**config.mk**
```make
export PLATFORM = sky130hd
export DESIGN_NAME = branch_resolve_unit
export DESIGN_NICKNAME = d
export VERILOG_FILES = /design/src/rtl/bp_pkg.sv /design/src/rtl/bp_meta_reg.sv /design/src/rtl/branch_resolve_unit.sv
export SDC_FILE = /design/constraint.sdc
export NUM_CORES = 1
export LEC_CHECK = 0
export BUFFER_PORTS_ARGS = -buffer_cell sky130_fd_sc_hd__buf_2
export CORE_ASPECT_RATIO = 0.6
export CORE_MARGIN = 3
export CORE_UTILIZATION = 46
export CTS_BUF_LIST = sky130_fd_sc_hd__clkbuf_8 sky130_fd_sc_hd__clkbuf_16
export DETAILED_ROUTE_END_ITERATION = 10
export PLACE_DENSITY = 0.85
export SLEW_MARGIN = 0
export SYNTH_ARGS = -nofsm -noshare
export SYNTH_HDL_FRONTEND = slang
export SYNTH_SLANG_ARGS = --single-unit
```
**constraint.sdc**
```tcl
create_clock -name clk -period 2.4 [get_ports clk]
set_input_delay 0.12 -clock clk [delete_from_list [all_inputs] [get_ports clk]]
set_output_delay 0.12 -clock clk [all_outputs]
set_load 0.1 [all_outputs]
```
**src/rtl/bp_pkg.sv**
```systemverilog
// Shared types for the branch prediction path: per-instruction prediction metadata
// and the sequential fetch increment.
package bp_pkg;

  localparam int BP_DATA_WIDTH = 32;
  localparam int PC_INCR       = 4;

  typedef struct packed {
    logic                     valid;
    logic                     pred_taken;
    logic [BP_DATA_WIDTH-1:0] pred_target;
  } bp_meta_t;

endpackage

```
**src/rtl/bp_meta_reg.sv**
```systemverilog
// One pipeline stage of prediction metadata; reset beats flush, and flush beats stall.
module bp_meta_reg
  import bp_pkg::*;
(
  input  logic     clk,
  input  logic     rst,
  input  logic     stall,
  input  logic     flush,
  input  bp_meta_t meta_i,
  output bp_meta_t meta_o
);

  bp_meta_t meta_d, meta_q;

  always_comb begin
    meta_d = meta_q;
    if (flush) begin
      meta_d = '0;
    end else if (!stall) begin
      meta_d = meta_i;
    end
  end

  always_ff @(posedge clk) begin
    if (rst) begin
      meta_q <= '0;
    end else begin
      meta_q <= meta_d;
    end
  end

  assign meta_o = meta_q;

endmodule

```
**src/rtl/branch_resolve_unit.sv**
```systemverilog
// Execute-stage branch resolution: checks the fetch-time prediction against the real outcome.
// Optional saturating performance counters are built when BRU_PERF_CNT_EN is defined.
module branch_resolve_unit
  import bp_pkg::*;
#(
  parameter int DATA_WIDTH = BP_DATA_WIDTH,
  parameter int CNT_WIDTH  = 32
) (
  input  logic                  clk,
  input  logic                  rst,
  input  logic                  ValidF,
  input  logic                  PredictTakenF,
  input  logic [DATA_WIDTH-1:0] PredictedTargetF,
  input  logic                  StallD,
  input  logic                  FlushD,
  input  logic                  FlushE,
  input  logic [DATA_WIDTH-1:0] PCE,
  input  logic [DATA_WIDTH-1:0] PCTargetE,
  input  logic                  BranchE,
  input  logic                  JumpE,
  input  logic                  BranchCondE,
  output logic                  BranchTakenE,
  output logic                  UpdateE,
  output logic                  MispredictE,
  output logic [DATA_WIDTH-1:0] RedirectPCE,
  output logic [CNT_WIDTH-1:0]  BranchCountO,
  output logic [CNT_WIDTH-1:0]  MispredCountO
);

  bp_meta_t meta_f, meta_d, meta_e;
  logic     act_e;
  logic [DATA_WIDTH-1:0] fallthrough_e;

  assign meta_f.valid       = ValidF;
  assign meta_f.pred_taken  = PredictTakenF;
  assign meta_f.pred_target = PredictedTargetF;

  bp_meta_reg u_meta_d (
    .clk    (clk),
    .rst    (rst),
    .stall  (StallD),
    .flush  (FlushD),
    .meta_i (meta_f),
    .meta_o (meta_d)
  );

  // E never stalls: the hazard unit bubbles it with FlushE instead.
  bp_meta_reg u_meta_e (
    .clk    (clk),
    .rst    (rst),
    .stall  (1'b0),
    .flush  (FlushE),
    .meta_i (meta_d),
    .meta_o (meta_e)
  );

  // A bubble in E drives every output low, including the redirect PC.
  always_comb begin
    act_e         = meta_e.valid & (BranchE | JumpE);
    fallthrough_e = PCE + DATA_WIDTH'(PC_INCR);
    BranchTakenE  = act_e & (JumpE | BranchCondE);
    UpdateE       = act_e;
    MispredictE   = 1'b0;
    RedirectPCE   = '0;
    if (meta_e.valid) begin
      RedirectPCE = fallthrough_e;
      if (BranchTakenE) begin
        if (!meta_e.pred_taken || (meta_e.pred_target != PCTargetE)) begin
          MispredictE = 1'b1;
          RedirectPCE = PCTargetE;
        end
      end else if (meta_e.pred_taken) begin
        MispredictE = 1'b1;
      end
    end
  end

`ifdef BRU_PERF_CNT_EN
  logic [CNT_WIDTH-1:0] branch_cnt_d, branch_cnt_q;
  logic [CNT_WIDTH-1:0] mispred_cnt_d, mispred_cnt_q;

  always_comb begin
    branch_cnt_d  = branch_cnt_q;
    mispred_cnt_d = mispred_cnt_q;
    if (UpdateE && !(&branch_cnt_q)) begin
      branch_cnt_d = branch_cnt_q + 1'b1;
    end
    if (MispredictE && !(&mispred_cnt_q)) begin
      mispred_cnt_d = mispred_cnt_q + 1'b1;
    end
  end

  always_ff @(posedge clk) begin
    if (rst) begin
      branch_cnt_q  <= '0;
      mispred_cnt_q <= '0;
    end else begin
      branch_cnt_q  <= branch_cnt_d;
      mispred_cnt_q <= mispred_cnt_d;
    end
  end

  assign BranchCountO  = branch_cnt_q;
  assign MispredCountO = mispred_cnt_q;
`else
  assign BranchCountO  = '0;
  assign MispredCountO = '0;
`endif

endmodule

```
==> results of run 1 <==
[synth_stat cells, drive strengths merged]
cell type | count | area [sq um]
a2111oi | 1 | 8.76
and2 | 34 | 213
nor3 | 34 | 175
conb | 1 | 3.75
a311oi | 1 | 8.76
or4 | 1 | 7.51
nand4 | 10 | 62.6
a21boi | 1 | 7.51
mux2i | 34 | 340
and4 | 5 | 43.8
a21oi | 4 | 20.0
inv | 3 | 11.3
xor2 | 8 | 70.1
and3 | 4 | 25.0
a211oi | 27 | 213
nor4 | 4 | 37.5
buf | 70 | 515
dfxtp | 68 | 1360
or2 | 2 | 12.5
o21ai | 6 | 30.0
xnor2 | 50 | 438
clkbuf | 19 | 71.3
ha | 1 | 12.5
or3 | 1 | 6.26
nand3 | 18 | 90.1
nand2 | 14 | 52.6
nor2 | 45 | 171
[worst min-delay path: stages]
cell and delay, ns:
buf_2 0.07, mux2i_1 0.05, nor2_1 0.07
[metal layers]
metal | vias up | track usage | wire (microns)
li1 | 1733 | - | -
met1 | 1833 | 0.327 | 5430
met2 | 194 | 0.430 | 6690
met3 | 21 | 0.0768 | 1260
met4 | 0 | 0.0685 | 251
met5 | - | 0 | 0
[power by group]
group | leakage (uW) | internal, uW | switching [uW]
Clock | 0.000155 | 852 | 472
Combinational | 0.00174 | 173 | 675
Sequential | 0.000553 | 1160 | 14.2
Total | 0.00245 | 2180 | 1160
[worst max-delay path by stage]
stage / startpoint / endpoint / slack [ns] / cells after the start
2_1_floorplan: u_meta_e.meta_o[33] / RedirectPCE[22] / -0.58 / 8
3_5_place_dp: u_meta_e.meta_o[8] / RedirectPCE[31] / -0.007 / 8
4_1_cts: u_meta_e.meta_o[9] / RedirectPCE[21] / -0.06 / 8
3_3_place_gp: u_meta_e.meta_o[8] / RedirectPCE[31] / 0.13 / 8
6_report: u_meta_e.meta_o[8] / RedirectPCE[31] / -0.05 / 8
5_1_grt: u_meta_e.meta_o[5] / RedirectPCE[31] / -0.15 / 8
[registers in the layout, indices dropped and copies added (netlist names)]
register / flops
u_meta_e.meta_o: 34
u_meta_d.meta_o: 34
[cells by family after synthesis]
family          after synthesis
compound gates               40
xor+xnor                     58
fa+ha+maj                     1
buf+inv                      92
flops                        68
mux                          34
other cells                   1
simple gates                172
[layout make-up]
type,instances,area (sq um)
multi-input combinational,369,2880
fill,562,2000
timing repair buffer,161,1470
sequential,68,1360
clock buffer,11,253
tap,108,135
clock inverter,5,50.0
inverter,3,17.5
[timing repair]
item / CTS / global route
pin swaps: 30 / 25
gates cloned: 2 / 1
resized for setup: 24 / 13
setup endpoints to repair: 33 / 33
setup buffers: 6 / 0
[per-stage QoR]
stage,hold WS (ns),worst slack [ns],total power [uW]
after floorplan,0.264,-0.577,1900
after global placement,0.350,0.130,1990
after detailed placement,0.360,-0.00681,2010
after CTS,0.0134,-0.0555,3340
after global routing,0.0131,-0.148,3430
final,0.0172,-0.0534,3340
==> reports/results.ini, run 1 <==
[logic_synthesis]
synth_area_sq_mm=0.00401
seq_area_frac_synth=0.340
synth_top_family_by_area=simple AND/OR/NAND/NOR gates
synth_simple_gate_area_frac=0.224
syn_inst=466
ys_seq_elements=68
muxShareOfSynthArea=0.0849
synth_compound_area_frac=0.0718
yosysWarningCount=0
synth_adder_area_share=0.00312
ys_types=36
synth.avg_cell_area_sq_um=8.60
synth_xor_area_frac=0.127

[cts]
cts_tree=yes
clock-sinks=68
tritoncts.num_buffers=9
clockBufferDepth=2
hold_buffers=0
clkTransAtPathRegs_ns=0.05
clock-root-buffer=clkbuf_16
ctsHtreeMaxLevel=3
clock_latency_ns=0.33

[finish]
postLayoutCoreUtil=0.755
nets=719
antenna_cells=0
area_growth_pct=53.8
drive_above_1_share=0.391
postLayoutCellArea_sq_mm=0.00617
layout_common_cells=107 x buf_2, 66 x dfxtp_1, 64 x conb_1
layout_commonest_cell=buf_2
final_cell_count_no_fill=725

[floorplan]
rows=25
die_y_microns=78.3
core_sq_mm=0.00816
pin_count=205
die_x_microns=127
dieArea_sq_mm=0.00991
start_util=0.491

[placement]
place_area_sq_mm=0.00554
port_buffers=140
dpl.hpwl_mm=10.1
dp.cells=700
place.gp.congestion=0.905

[grt]
grt_pass1_vias=3773
grt_max_degree=35
grt_usage=0.258
grt_antenna_before_repair=0
grt_overflow=0
grt_pass1_wl_mm=19.9

[critical_path]
critPathArrivalTime_ns=2.33
crit_type=reg2out
worstPathMaxFanout=8
r2r_slack_ns=1.70
crit_buf_inv=2
r2r_start=u_meta_d.meta_o[6]
worstPathRequired_ns=2.28
crit_family=compound AO/OA/AOI/OAI gates
cp_slowest_cell=dfxtp_1
path_common_cell=buf_12
worst_setup_path_start_kind=flop
crit_path_end_kind=primary output
crit_chain=xnor2_2 > nand2_2 > a2111oi_4 > and3_4 > buf_12 > nor3_4 > a311oi_4 > buf_12
critPathMaxStageDelay_ns=0.32
r2r_cells=2
r2r-end=u_meta_d.meta_o[6]

[drt]
via_count=3781
ant_nets=0
drc=0
wl_per_cell_microns=18.8
drt_pre_antenna_iters=5
routed_wl_mm=13.6
drtIter0Drc=250
via_per_inst=5.22

[sta]
period_needed_ns=2.45
worst_slew_pin_slew_ns=0.945
finalWorstSetupSlack_ns=-0.0534
slew_violations=0
max_freq_mhz=408
relSlewSlack=0.370
finalHoldViolCount=0
finalSetupViolCount=28
fin_worst_skew_ns=0.00454
fin_tns_setup_ns=-0.441
rsz0062_at_grt=true
finalCritPeriodShare=1.02

[worst_hold_path]
hold_path.class=in2reg
worstHoldStart=PredictedTargetF[13]
min_to=u_meta_d.meta_o[13]
holdPathStages=3

[pwr]
power.leakage_uw=0.00245
irDropWorstVdd_v=0.000417
power.density_mw_per_mm2=542

[status]
outcome=complete, but fails checks
violations=negative setup slack

[run]
drv_cap=0

Note: power is estimated with default switching activity, not from simulation.
==> inputs of run 2 (changes only) <==
--- a/config.mk
+++ b/config.mk
@@ -5,13 +5,14 @@
 export SDC_FILE = /design/constraint.sdc
 export NUM_CORES = 1
 export LEC_CHECK = 0
+export ABC_AREA = 1
 export BUFFER_PORTS_ARGS = -buffer_cell sky130_fd_sc_hd__buf_2
 export CORE_ASPECT_RATIO = 0.6
 export CORE_MARGIN = 3
-export CORE_UTILIZATION = 46
+export CORE_UTILIZATION = 48
 export CTS_BUF_LIST = sky130_fd_sc_hd__clkbuf_8 sky130_fd_sc_hd__clkbuf_16
 export DETAILED_ROUTE_END_ITERATION = 10
-export PLACE_DENSITY = 0.85
+export PLACE_DENSITY = 0.86
 export SLEW_MARGIN = 0
 export SYNTH_ARGS = -nofsm -noshare
 export SYNTH_HDL_FRONTEND = slang
==> run 2 against run 1 <==
Net effect:
- the flow now finishes without violations
- sequential share of layout area increased by 0.44 points
- highest routed layer is now met5
- largest power group unchanged
- critical endpoint is now RedirectPCE[5]
- fmax increased by 8.2%
- clock-buffer cell count decreased by 1
==> reports/results.ini, run 2 <==
[finish]
postLayoutCellArea_sq_mm=0.00603  ; -2.2%
antenna_cells=0  ; unchanged
area_growth_pct=34.4
layout_common_cells=155 x nand2_1, 132 x nor2_1, 106 x buf_2
nets=944  ; +31%
postLayoutCoreUtil=0.687  ; -0.0684
fillers=752  ; +34%
layout_commonest_cell=nand2_1
multi_input_area_sq_mm=0.00261  ; -9.3%
drive_above_1_share=0.246  ; -0.145
regArea_sq_mm=0.00136  ; -0.18%

[cts]
clock-root-buffer=clkbuf_16
tritoncts.num_buffers=9  ; unchanged
ctsHtreeMaxLevel=3  ; unchanged
post-cts-setup-buffers=0  ; -6
clock_latency_ns=0.32  ; about the same
clock-sinks=68  ; unchanged
clkTransAtPathRegs_ns=0.06  ; about the same
clockBufferDepth=2  ; unchanged
cts_tree=yes

[critical_path]
r2r_cells=2  ; unchanged
worst_setup_path_start_kind=flop
r2r_start=u_meta_d.meta_o[11]
worstPathRequired_ns=2.28  ; about the same
cp_slowest_cell=dfxtp_1
crit_path_end_kind=primary output
r2r-end=u_meta_d.meta_o[11]
crit_type=reg2out
crit_chain=inv_1 > nand2_1 > nand4_1 > nor2_1 > nand2_1 > nor2_1 > nand2_4 > nand2_4 > clkbuf_16 > nor2_1 > nor2_2 > buf_12
critPathMaxStageDelay_ns=0.36  ; +0.04 ns
worstPathMaxFanout=14  ; +6
r2r_slack_ns=1.68  ; -0.02 ns
critPathArrivalTime_ns=2.15  ; -0.18 ns
path_common_cell=nor2_1

[drt]
drc=0  ; unchanged
via_count=4540  ; +20%
dr_wl_met2_mm=6.13  ; -8.4%
drt_pre_antenna_iters=5  ; unchanged
routed.top_layer=met5
drtIter0Drc=355  ; +42%
ant_nets=0  ; unchanged
wl_met1_mm=5.96  ; +9.7%
via_per_inst=4.76  ; -8.7%
routed_wl_mm=13.6  ; -0.50%
wl_met3_mm=1.35  ; +7.1%
wl_per_cell_microns=14.2  ; -24%

[sta]
rsz0062_at_grt=true
fin_worst_skew_ns=0.00521  ; +0.000672 ns
finalHoldViolCount=0  ; unchanged
finalSetupViolCount=0  ; -100%
relSlewSlack=0.538  ; +0.168
period_needed_ns=2.27  ; -0.186 ns
worst_slew_pin_slew_ns=0.693  ; -0.252 ns
max_freq_mhz=441  ; +8.2%
finalCritPeriodShare=0.945  ; -0.0775
slew_violations=0  ; unchanged

[pwr]
power.density_mw_per_mm2=540  ; -0.26%
irDropWorstVdd_v=0.000468  ; +12%
power.leakage_uw=0.00272  ; +11%
power_uw=3260  ; -2.4%

[floorplan]
start_util=0.511  ; +0.0199
pin_count=205  ; unchanged
die_x_microns=131  ; +3.4%
dieArea_sq_mm=0.0106  ; +6.8%
rows=26  ; +4.0%
die_y_microns=80.9  ; +3.3%
core_sq_mm=0.00878  ; +7.6%

[grt]
grt_pass1_vias=4159  ; +10%
grt_usage=0.246  ; -0.0115
grt_antenna_before_repair=1  ; +1
grt_pass1_wl_mm=20.3  ; +2.2%
grt_overflow=0  ; unchanged
grt_max_degree=69  ; +97%

[logic_synthesis]
synth_compound_area_frac=0.0744  ; +0.00265
yosysMostFrequentCell=nor2_1
synth.area.top_cells=dfxtp_1 30%, nor2_1 14%, nand2_1 13%
synth-edff-count=0  ; unchanged
synth_top_family_by_area=simple AND/OR/NAND/NOR gates
synth_top_area_frac=0.303  ; -0.0363
synth.avg_cell_area_sq_um=6.34  ; -26%
yosysWarningCount=0  ; unchanged
synth_xor_area_frac=0.0703  ; -0.0565
synth_adder_area_share=0.00279  ; -0.000333
synth_simple_gate_area_frac=0.333  ; +0.109
synth_commonest_cells=164 x nor2_1, 155 x nand2_1, 90 x inv_1, 68 x dfxtp_1, 64 x buf_4
synthArstFlopShare=0  ; unchanged
ys_seq_elements=68  ; unchanged
synth_top_cell_by_area=dfxtp_1
syn_inst=708  ; +52%
muxShareOfSynthArea=0  ; -0.0849
ys_types=32  ; -11%
seq_area_frac_synth=0.303  ; -0.0363
synth_flop_cell=dfxtp_1
synth_area_sq_mm=0.00449  ; +12%

[placement]
place.gp.congestion=0.984  ; +8.7%
place_area_sq_mm=0.00572  ; +3.3%
port_buffers=140  ; unchanged
dpl.hpwl_mm=10.8  ; +6.8%

[worst_hold_path]
hold_path.class=in2reg
worstHoldStart=PredictedTargetF[24]
holdPathStages=3  ; unchanged
min_to=u_meta_d.meta_o[24]

[status]
outcome=finished clean

[run]
drv_cap=0  ; unchanged

## run 2: cell count changes after synthesis, moves of 25 or more
cell and change:
nand2_1 +141, and2_1 -34, mux2i_1 -34, inv_1 +87
xnor2_1 -32, nor2_1 +120, nor3_1 -25
## run 2: metal layers
layer  vias up  global-route usage
li1       2294                   -
met1      2030               0.335
met2       198               0.380
met3        16              0.0795
met4         2              0.0595
met5         -                   0
## run 2: per-stage QoR
step                setup slack [ns]  TNS (ns)  hold slack, ns  std cells
floorplan                     -0.105    -0.105           0.292        771
global placement               0.411         0           0.396        937
detailed placement             0.363         0           0.402        937
CTS                           0.0459         0          0.0548        953
global route                 -0.0368    -0.381          0.0561        954
finish                         0.133         0          0.0700        954
## run 2: worst max path at each step
stage | endpoint | slack [ns] | startpoint
detailed placement | RedirectPCE[20] | 0.36 | PCE[2]
floorplan | MispredictE | -0.10 | u_meta_e.meta_o[33]
global route | RedirectPCE[28] | -0.04 | u_meta_e.meta_o[26]
finish | RedirectPCE[5] | 0.13 | u_meta_e.meta_o[18]
global placement | RedirectPCE[20] | 0.41 | PCE[2]
CTS | RedirectPCE[21] | 0.05 | u_meta_e.meta_o[18]
## run 2: kinds of logic after synthesis
kind of cell               after synthesis
DFF                                     68
adders and majority gates                1
other                                    1
and+or+nand+nor                        369
buffers and inverters                  184
AOI/OAI and AO/OA                       49
xor gates and xnor gates                36
## run 2: worst max-delay path, delay by kind of cell (launching register included)
| kind | cells | cell delay [ns] |
|---|---|---|
| AND/OR/NAND/NOR | 9 | 1.01 |
| buffers and inverters | 3 | 0.46 |
| flip-flops | 1 | 0.36 |
## run 2: repair_timing
item                                    in CTS  in global routing
hold buffers                                 0                  0
endpoints found under the setup margin       0                 23
resized for setup                            0                  2
## run 2: report_power, final
group / switching, uW / internal [uW]
registers: 10.4 / 1160
clock network: 487 / 724
logic: 708 / 168
## run 2: area by class of cell
type	instances	share of cell area
Inverter	92	0.0572
Sequential cell	68	0.226
Tap cell	112	0.0232
Clock buffer	10	0.0396
Clock inverter	6	0.00643
Timing Repair Buffer	147	0.215
Multi-Input combinational cell	519	0.433
==> inputs of run 3 (changes only) <==
--- a/config.mk
+++ b/config.mk
@@ -7,12 +7,14 @@
 export LEC_CHECK = 0
 export ABC_AREA = 1
 export BUFFER_PORTS_ARGS = -buffer_cell sky130_fd_sc_hd__buf_2
+export CAP_MARGIN = 10
 export CORE_ASPECT_RATIO = 0.6
 export CORE_MARGIN = 3
 export CORE_UTILIZATION = 48
 export CTS_BUF_LIST = sky130_fd_sc_hd__clkbuf_8 sky130_fd_sc_hd__clkbuf_16
 export DETAILED_ROUTE_END_ITERATION = 10
 export PLACE_DENSITY = 0.86
+export RECOVER_POWER = 25
 export SLEW_MARGIN = 0
 export SYNTH_ARGS = -nofsm -noshare
 export SYNTH_HDL_FRONTEND = slang
==> run 3 against run 2 <==
Net effect:
- the flow now finishes with violations (max-capacitance violations, max-slew violations)
- critical path depth is 1 higher
- clock power barely moved
- non-clock buffer count unchanged
- critical path type unchanged
- global-route usage is the same
- core utilization is the same
- design area stayed put
- clock skew is essentially flat
- first-iteration DRC count did not move
- hold slack barely moved
- fmax about the same
==> reports/results.ini, run 3 (synthesis results as in run 2) <==
[status]
outcome=complete, but fails checks
violations=max-capacitance violations, max-slew violations

[floorplan]
die_y_microns=80.9  ; unchanged
dieArea_sq_mm=0.0106  ; unchanged
pin_count=205  ; unchanged
core_sq_mm=0.00878  ; unchanged
rows=26  ; unchanged
start_util=0.511  ; unchanged
die_x_microns=131  ; unchanged

[drt]
wl_per_cell_microns=14.2  ; about the same
via_count=4554  ; +0.31%
drt_pre_antenna_iters=5  ; unchanged
drtIter0Drc=355  ; unchanged
via_per_inst=4.77  ; +0.31%
routed_wl_mm=13.6  ; about the same
ant_nets=0  ; unchanged
drc=0  ; unchanged

[sta]
slew_violations=35  ; +35
finalHoldViolCount=0  ; unchanged
relSlewSlack=-0.320  ; -0.858
max_freq_mhz=441  ; about the same
worst_slew_pin_slew_ns=1.98  ; +1.29 ns
finalCritPeriodShare=0.944  ; about the same
period_needed_ns=2.27  ; -0.000992 ns
fin_worst_skew_ns=0.00521  ; -0.000000420 ns
fin_tns_setup_ns=0  ; unchanged
finalSetupViolCount=0  ; unchanged
rsz0062_at_grt=true

[grt]
grt_usage=0.246  ; unchanged
grt_overflow=0  ; unchanged
grt_pass1_vias=4159  ; unchanged
met1_usage=0.335  ; unchanged
grt_pass1_wl_mm=20.3  ; unchanged
grt_antenna_before_repair=1  ; unchanged
top_usage_layer=met2
grtUsageMet2=0.380  ; unchanged
grtUsageMet3=0.0795  ; unchanged
grt_max_degree=69  ; unchanged

[placement]
place.gp.congestion=0.984  ; unchanged
dpl.hpwl_mm=10.8  ; unchanged
port_buffers=140  ; unchanged

[run]
drv_cap=1  ; +1

[pwr]
power.density_mw_per_mm2=540  ; about the same
irDropWorstVdd_v=0.000468  ; about the same
power_uw=3260  ; about the same
power.leakage_uw=0.00272  ; about the same

[finish]
layout_commonest_cell=nand2_1
fillers=752  ; unchanged
multi_input_area_sq_mm=0.00261  ; unchanged
area_growth_pct=34.4  ; unchanged
antenna_cells=0  ; unchanged
drive_above_1_share=0.245  ; -0.00119
regArea_sq_mm=0.00136  ; unchanged
nets=944  ; unchanged
layout_common_cells=155 x nand2_1, 132 x nor2_1, 106 x buf_2

[critical_path]
crit_type=reg2out
crit_path_end_kind=primary output
critPathArrivalTime_ns=2.15  ; about the same
worstPathMaxFanout=14  ; unchanged
worst_setup_path_start_kind=flop
worstPathRequired_ns=2.28  ; about the same

[cts]
ctsHtreeMaxLevel=3  ; unchanged
tritoncts.num_buffers=9  ; unchanged
clock-sinks=68  ; unchanged
clkTransAtPathRegs_ns=0.06  ; about the same
clock_latency_ns=0.32  ; about the same
clockBufferDepth=2  ; unchanged
post-cts-setup-buffers=0  ; unchanged
clock-root-buffer=clkbuf_16
cts_tree=yes

[worst_hold_path]
hold_path.class=in2reg

## run 3: report_power, final
group / switching, uW / internal (uW) / leakage, uW
Combinational: 708 / 168 / 0.00203
Sequential: 10.4 / 1160 / 0.000553
Clock: 487 / 724 / 0.000135
## run 3: final cells by class
type                            count  area share
Clock buffer                       10      0.0396
Inverter                           92      0.0572
Timing Repair Buffer              147       0.215
Clock inverter                      6     0.00643
Multi-Input combinational cell    519       0.433
Tap cell                          112      0.0232
Sequential cell                    68       0.226
## run 3: routing by layer
metal | share of wire | vias to the layer above
met5 | 0.00052 | -
met1 | 0.44 | 2028
met3 | 0.10 | 16
met2 | 0.45 | 212
li1 | - | 2296
met4 | 0.0092 | 2
## run 3: per-stage QoR
| step | area [sq um] | util | cells | hold slack [ns] | worst slack [ns] |
|---|---|---|---|---|---|
| 3_5_place_dp | 5720 | 0.651 | 937 | 0.402 | 0.363 |
| 6_report | 6030 | 0.687 | 954 | 0.0700 | 0.134 |
| 4_1_cts | 6000 | 0.683 | 953 | 0.0548 | 0.0459 |
| 3_3_place_gp | 5720 | 0.651 | 937 | 0.396 | 0.411 |
| 5_1_grt | 6030 | 0.687 | 954 | 0.0561 | -0.0368 |
| 2_1_floorplan | 4940 | - | 771 | 0.292 | -0.105 |
## run 3: final timing paths
| kind | from | end | slack (ns) | cells after the start |
|---|---|---|---|---|
| max | u_meta_e.meta_o[18] | RedirectPCE[30] | 0.13 | 13 |
| min | PredictedTargetF[24] | u_meta_d.meta_o[24] | 0.07 | 3 |
| max reg2reg | u_meta_d.meta_o[11] | u_meta_d.meta_o[11] | 1.68 | 2 |
| min reg2reg | u_meta_d.meta_o[6] | u_meta_e.meta_o[6] | 0.44 | 2 |
## run 3: critical path, stage by stage, from the launching register on
cell and delay (ns):
dfxtp_1 0.36, inv_1 0.05, nand2_1 0.05, nand4_1 0.09, nor2_1 0.16, nand2_1 0.07, nor2_1 0.19, nand2_4 0.08
nand2_4 0.17, buf_12 0.18, nand2_1 0.06, nand2_1 0.13, nor2_4 0.05, buf_12 0.16
## run 3: repair_timing
item	in CTS	in global routing
setup endpoints to repair	0	23
hold endpoints to repair	0	0
gates resized for setup	0	2
hold buffers	0	0
